## src/rtl/microsequencer.sv

```systemverilog
// Microcoded sequencer: writable store + two opcode dispatch tables, one control word per cycle.
// Define MICROSEQ_WAIT_EN to let microwords with the wait bit stall on mem_ready.
module microsequencer #(
  parameter int CTRL_WIDTH  = 16,
  parameter int UADDR_WIDTH = 4,
  parameter int OP_WIDTH    = 6,
  parameter int FETCH_ADDR  = 0,
  localparam int PA_W = (UADDR_WIDTH > OP_WIDTH) ? UADDR_WIDTH : OP_WIDTH,
  localparam int MW_W = CTRL_WIDTH + 3
) (
  input  logic                   clk,
  input  logic                   rst,
  input  logic                   start,
  input  logic                   halt,
  input  logic [OP_WIDTH-1:0]    opcode,
  input  logic                   mem_ready,
  input  logic                   prog_we,
  input  logic [1:0]             prog_sel,
  input  logic [PA_W-1:0]        prog_addr,
  input  logic [MW_W-1:0]        prog_data,
  output logic [CTRL_WIDTH-1:0]  ctrl,
  output logic [UADDR_WIDTH-1:0] upc,
  output logic                   busy,
  output logic                   done,
  output logic                   err
);
  localparam int UDEPTH = 1 << UADDR_WIDTH;
  localparam int ODEPTH = 1 << OP_WIDTH;
  localparam logic [UADDR_WIDTH-1:0] FETCH_U = UADDR_WIDTH'(FETCH_ADDR);

  typedef enum logic [1:0] {S_IDLE, S_RUN, S_WAIT, S_ILLEGAL} state_t;

  state_t                 r_state, w_state_nxt;
  logic [UADDR_WIDTH-1:0] r_upc, w_upc_nxt;
  logic                   r_done, w_done_nxt;

  logic [MW_W-1:0]        r_store [UDEPTH];
  logic [UADDR_WIDTH:0]   r_disp1 [ODEPTH];
  logic [UADDR_WIDTH:0]   r_disp2 [ODEPTH];

  logic [MW_W-1:0]        w_mw;
  logic                   w_mw_wait;
  logic [CTRL_WIDTH-1:0]  w_mw_ctrl;
  logic [1:0]             w_mw_seq;
  logic [UADDR_WIDTH:0]   w_disp;
  logic                   w_prog_ok;
  logic                   w_stall;
  logic                   w_active;
  logic                   w_unused;

  // Microword layout: {wait, ctrl, seq[1:0]}
  assign w_mw      = r_store[r_upc];
  assign w_mw_wait = w_mw[MW_W-1];
  assign w_mw_ctrl = w_mw[MW_W-2:2];
  assign w_mw_seq  = w_mw[1:0];
  assign w_disp    = w_mw_seq[1] ? r_disp2[opcode] : r_disp1[opcode];

`ifdef MICROSEQ_WAIT_EN
  assign w_stall = w_mw_wait & ~mem_ready;
`else
  assign w_stall = 1'b0;
`endif
  assign w_unused = &{1'b0, mem_ready, w_mw_wait, prog_addr};

  assign w_prog_ok = prog_we & ((r_state == S_IDLE) | (r_state == S_ILLEGAL));

  // Tables are deliberately outside reset so a restart reuses the loaded program.
  always_ff @(posedge clk) begin
    if (w_prog_ok) begin
      case (prog_sel)
        2'b00:   r_store[prog_addr[UADDR_WIDTH-1:0]] <= prog_data;
        2'b01:   r_disp1[prog_addr[OP_WIDTH-1:0]]    <= prog_data[UADDR_WIDTH:0];
        2'b10:   r_disp2[prog_addr[OP_WIDTH-1:0]]    <= prog_data[UADDR_WIDTH:0];
        default: ;
      endcase
    end
  end

  always_ff @(posedge clk or posedge rst) begin
    if (rst) begin
      r_state <= S_IDLE;
      r_upc   <= FETCH_U;
      r_done  <= 1'b0;
    end else begin
      r_state <= w_state_nxt;
      r_upc   <= w_upc_nxt;
      r_done  <= w_done_nxt;
    end
  end

  always_comb begin
    w_state_nxt = r_state;
    w_upc_nxt   = r_upc;
    w_done_nxt  = 1'b0;
    case (r_state)
      S_IDLE, S_ILLEGAL: begin
        if (start) begin
          w_state_nxt = S_RUN;
          w_upc_nxt   = FETCH_U;
        end
      end
      S_RUN, S_WAIT: begin
        if (w_stall) begin
          w_state_nxt = S_WAIT;
        end else begin
          w_state_nxt = S_RUN;
          case (w_mw_seq)
            2'b00: w_upc_nxt = r_upc + UADDR_WIDTH'(1);
            2'b01, 2'b10: begin
              // Invalid dispatch entry parks the machine with upc left pointing at the culprit.
              if (w_disp[UADDR_WIDTH]) begin
                w_upc_nxt = w_disp[UADDR_WIDTH-1:0];
              end else begin
                w_state_nxt = S_ILLEGAL;
              end
            end
            default: begin
              w_upc_nxt  = FETCH_U;
              w_done_nxt = 1'b1;
              if (halt) begin
                w_state_nxt = S_IDLE;
              end
            end
          endcase
        end
      end
      default: w_state_nxt = S_IDLE;
    endcase
  end

  assign w_active = (r_state == S_RUN) | (r_state == S_WAIT);
  assign ctrl     = w_active ? w_mw_ctrl : '0;
  assign upc      = r_upc;
  assign busy     = w_active;
  assign done     = r_done;
  assign err      = (r_state == S_ILLEGAL);

endmodule

```

## config.mk

```make
export PLATFORM = sky130hd
export DESIGN_NAME = microsequencer
export DESIGN_NICKNAME = d
export VERILOG_FILES = /design/src/rtl/microsequencer.sv
export SDC_FILE = /design/constraint.sdc
export NUM_CORES = 1
export LEC_CHECK = 0
export CORE_MARGIN = 5
export CORE_UTILIZATION = 60
export DETAILED_ROUTE_END_ITERATION = 6
export PLACE_DENSITY = 0.77
export SYNTH_ARGS = -nofsm -noshare
export SYNTH_HDL_FRONTEND = slang
export SYNTH_SLANG_ARGS = --single-unit
```

## constraint.sdc

```tcl
create_clock -name clk -period 4 [get_ports clk]
set_input_delay 1.2 -clock clk [delete_from_list [all_inputs] [get_ports clk]]
set_output_delay 1.2 -clock clk [all_outputs]
set_load 0.02 [all_outputs]
```

After elaboration in Yosys (flattened, before gate mapping)

Memory sizes are Yosys's and may differ from the RTL's.
Index checks and enable logic that the tools add are counted.

Add/sub/neg operators: 1
Eq/ne operators: 9
Mux-type cells: 22
Bitwise logic cells: 3
Reduce and logical (&&, ||, !) cells: 8

Operators with widths:

| cell                                                                  | count |
|---|---|
| 16-bit two-way mux                                                    | 1 |
| 4-bit one-hot mux with 2 select lines                                 | 2 |
| 1-bit two-way mux                                                     | 12 |
| 2-bit equality test, second input constant                            | 4 |
| 4-bit two-way mux                                                     | 2 |
| 2-bit one-hot mux with 2 select lines                                 | 2 |
| 2-bit by 1-bit equality test with 1-bit output, second input constant | 3 |
| 2-bit zero test                                                       | 3 |
| 2-bit OR reduction                                                    | 3 |
| 5-bit two-way mux                                                     | 1 |
| 4-bit by 1-bit adder with 4-bit output, second input constant         | 1 |
| 2-bit two-way mux                                                     | 2 |
| 3-bit != test, second input constant                                  | 1 |
| 3-bit OR reduction                                                    | 1 |
| 2-bit != test, second input constant                                  | 1 |
| 1-bit bitwise OR                                                      | 2 |
| 2-bit AND reduction                                                   | 1 |
| 1-bit AND                                                             | 1 |

Register bits after elaboration: 7
RAM bits: 944
Input port bits: 39
Output and inout bits: 23
Word-level logic and storage cells: 49
Memories: 3

Memories:

| memory  | words | bits a word | rd ports | clocked after Yosys merged registers in | write ports | RTL line | source |
|---|---|---|---|---|---|---|---|
| r_disp1 | 64    | 5           | 1        | 0                                       | 1           | 38       | `logic [UADDR_WIDTH:0] r_disp1 [ODEPTH];` |
| r_disp2 | 64    | 5           | 1        | 0                                       | 1           | 39       | `logic [UADDR_WIDTH:0] r_disp2 [ODEPTH];` |
| r_store | 16    | 19          | 1        | 0                                       | 1           | 37       | `logic [MW_W-1:0] r_store [UDEPTH];` |

Longest topological paths before layout

Word-level depth: 5
Mapped depth: 14
Gate-level depth less buffers: 11

Least setup slack after synthesis

Ideal clock, no wire load.

Kind: reg2out
Start: register r_upc[0], in the netlist upc[0]
End: output ctrl[11]
Data arrival time: 2.464 ns
Required time: 2.800 ns
Setup slack: 0.336 ns
Cell stages (with the launch flop): 6
Path buffers: 2
Cell sequence: dfrtp_1 -> buf_2 -> buf_1 -> mux4_2 -> mux4_2 -> and2_1

Longest elaborated chain between the ends: 2

Ends and longest elaborated chain:

| what                     | RTL line | source |
|---|---|---|
| start: declaration       | 34       | `logic [UADDR_WIDTH-1:0] r_upc, w_upc_nxt;` |
| start signal: assignment | 86       | `r_upc <= w_upc_nxt;` |
| memory 16 x 19 bit       | n/a      |  |
| 16-bit two-way mux       | 132      | `assign ctrl = w_active ? w_mw_ctrl : '0;` |
| end: declaration         | 21       | `output logic [CTRL_WIDTH-1:0] ctrl,` |

Every way passes these cells.

Worst setup path in the final report

Start: register r_upc[0], in the netlist upc[0]
End: output ctrl[0]

The elaborated chain is that of the path after synthesis.

==> out/metrics.csv <==
metric;value;unit
status;complete, no violations;
top cells by area, synth;edfxtp_1 (76%), mux4_2 (14%), nor2_1 (1.7%);
cts bufs inserted;89;
register area share after synthesis;76.3;%
area leader, netlist;edfxtp_1;
initial antenna violation count;1;
max-slew violations;0;
FMAX;250;MHz
Worst Tran Pin Value;0.938;ns
startpoint type of the worst setup path;register;
# rows;90;
initial core utilization;60.8;%
CP max FO;5;
Worst slew margin;37.5;%
Max Cap Violations;0;
initial drt markers;2461;
Filler Cell Count;3449;
vias in the first global route;19100;
Vias/cell;6.75;
reg2reg start;r_state[1];
Synth-to-Final Area Change;15.0;%
IO buf count;59;
family with the most delay on the worst path;multiplexers;
Net Count, Synth;1756;
storage element area;28000;µm²
# nets final;1953;
clock slew at reported path FFs;0.06;ns
final hold vios;0;
WS Path Type;register to primary output;
die area;66300;µm²
Syn Inst Count;1713;
Worst EP required;2.80;ns
DRC;0;
core area;60500;µm²
top post-synthesis cells by count;edfxtp_1 (928), mux4_2 (229), nor2_1 (164), mux2i_1 (58);
H-tree Lvls;3;
Tot Pwr;22.7;mW
HP Class;register to register;
Clock Sink Count;935;
period utilization;99.8;%
Post-DP HPWL;49300;µm
nature of the critical path endpoint;primary output;
clock network fraction of design power;37.0;%
RSZ-0062 raised after global routing;yes;
Cell Pwr Density;537;nW/µm²
Ports;62;
CTS tree;built;
synthesized flop and latch total;935;
placer congestion estimate;0.869;
WL/cell;31.7;µm
VDD IR max;0.385;mV
Buf+Inv Stages, Crit Path;3;
Die Height;257;µm
Total Routing Usage GR;26.6;%
Synth async-reset ratio;0.749;%
routed wire length;87500;µm
Critical Path, Cell by Cell;buf_8 > buf_12 > mux4_2 > mux4_2 > and2_1 > buf_2;
drt pass-1 iters;6;
top-count cell post-synth;edfxtp_1;
synthesized cell area;36800;µm²
Yosys cell types;60;
layout cells sized above 1;28.1;%
CP max-delay cell;mux4_2;
yosys synthesis warning count;0;
Clock Path Buffers;3;
first-pass GRT wire length;129000;µm
post-route ant nets;0;
setup tns final;0;ns
Setup Skew;0.0396;ns
combinational share of power;15.2;%
Internal Power;17.3;mW
Hold WS;0.579;ns
crit path DAT;2.79;ns
Layout Utilization;69.9;%
CP startpoint;upc[0];
CP peak stage delay;0.52;ns
Leakage;13.4;nW
worst skew pair latency;0.65;ns
GR Overflow Total;0;
Root Driver;clkbuf_16;
largest net degree at the start of global routing;86;
Most common cell on crit path;mux4_2;
CTS Hold Bufs;0;
Setup violations, final;0;
die width;257;µm
predominant post-synthesis flop cell;edfxtp_1;
ant diodes;0;
Switching Share;23.9;%
routed vias;18600;
mean post-synth cell area;21.5;µm²
Synth top area share;75.8;%
Flop pwr share;47.8;%
area of the multi-input gates;8100;µm²
Post-synth EDFFs;928;
sw power;5.43;mW
worst hold start;upc[3];
minimum clock period;3.99;ns
## layout make-up
cell class,count,share of cell area [%]
tap,782,2.32
inverter,11,0.0977
multi-input combinational,670,19.2
clock inverter,48,1.23
clock buffer,114,5.64
sequential,935,66.4
timing repair buffer,203,5.17
## cell families after synthesis
kind of cell,after synthesis,share of synthesized area [%]
buffers and inverters,108,1.82
flip-flops,935,76.3
AO/OA/AOI/OAI,83,1.66
multiplexers,303,16.6
adder cells (fa/ha/maj),4,0.136
AND/OR/NAND/NOR,280,3.45
## power groups by stage
stage	Combinational, mW	Clock (mW)	Sequential (mW)
floorplan	1.94	0	11.1
detailed placement	3.11	0	11.1
finish	3.45	8.39	10.9
global placement	3.05	0	11.1
CTS	3.32	8.47	10.9
global route	3.62	8.95	10.9
## metrics by stage
stage / area [µm²] / instances / worst slack (ns)
floorplan: 36800 / 1713 / 0.336
global placement: 39100 / 2584 / 0.0960
detailed placement: 39100 / 2584 / 0.0285
CTS: 42200 / 2765 / -0.0563
global route: 42300 / 2763 / -0.0406
finish: 42300 / 2763 / 0.00689
## timing repair
item                                    4_1_cts  5_1_grt
endpoints found under the hold margin         0        0
setup buffers                                14        0
gates cloned                                  5        1
resized for setup                            77       25
endpoints found under the setup margin       16       14
## per-layer routing
layer | vias up | track usage, % | part of all wire (%)
met2 | 1188 | 42.8 | 49
met4 | 0 | 8.65 | 3.2
li1 | 7540 | - | -
met5 | - | 0 | 0
met1 | 9725 | 37.6 | 37
met3 | 187 | 5.62 | 10
## state kept, by name (all words and copies together), names as in the netlist
signal	flops
done	1
r_disp1	320
r_disp2	320
r_state	2
r_store	288
upc	4
## layout by cell type (no fill, tap or decap), drive strengths merged, types with 5 or more instances in the layout
| cell | synthesis | final |
|---|---|---|
| edfxtp | 928 | 928 |
| mux4 | 242 | 242 |
| nor2 | 165 | 165 |
| buf | 61 | 165 |
| clkbuf | 36 | 115 |
| mux2i | 58 | 58 |
| clkdlybuf4s50 | 0 | 36 |
| nand2 | 35 | 35 |
| clkinv | 1 | 32 |
| o22ai | 23 | 23 |
| nand3 | 21 | 21 |
| and2 | 18 | 18 |
| a22oi | 16 | 16 |
| inv | 10 | 12 |
| nor2b | 11 | 11 |
| bufinv | 0 | 9 |
| a22o | 7 | 7 |
| dfrtp | 7 | 7 |
| clkinvlp | 0 | 6 |
| o21ai | 6 | 6 |
| a21oi | 5 | 5 |
| or3 | 5 | 5 |
## worst paths after layout
kind	to	slack, ns	cells past startpoint
worst max-delay path	ctrl[0]	0.007	6
worst min-delay path	upc[3]	0.58	2
worst max register to register	r_disp1[16][3]	0.60	6
worst min register to register	upc[3]	0.58	2
max in group asynchronous	upc[0]	2.90	2
min in group asynchronous	done	0.81	2
## worst reg2reg max path, cell delays in order, from the launching register on
cell and delay (ns):
dfrtp_1 0.41, ha_1 0.62, buf_4 0.36, nor4bb_1 0.29, buf_4 0.18, nand2_1 0.46, nor2_1 0.69
No activity file was read; power rests on OpenSTA's default activity.
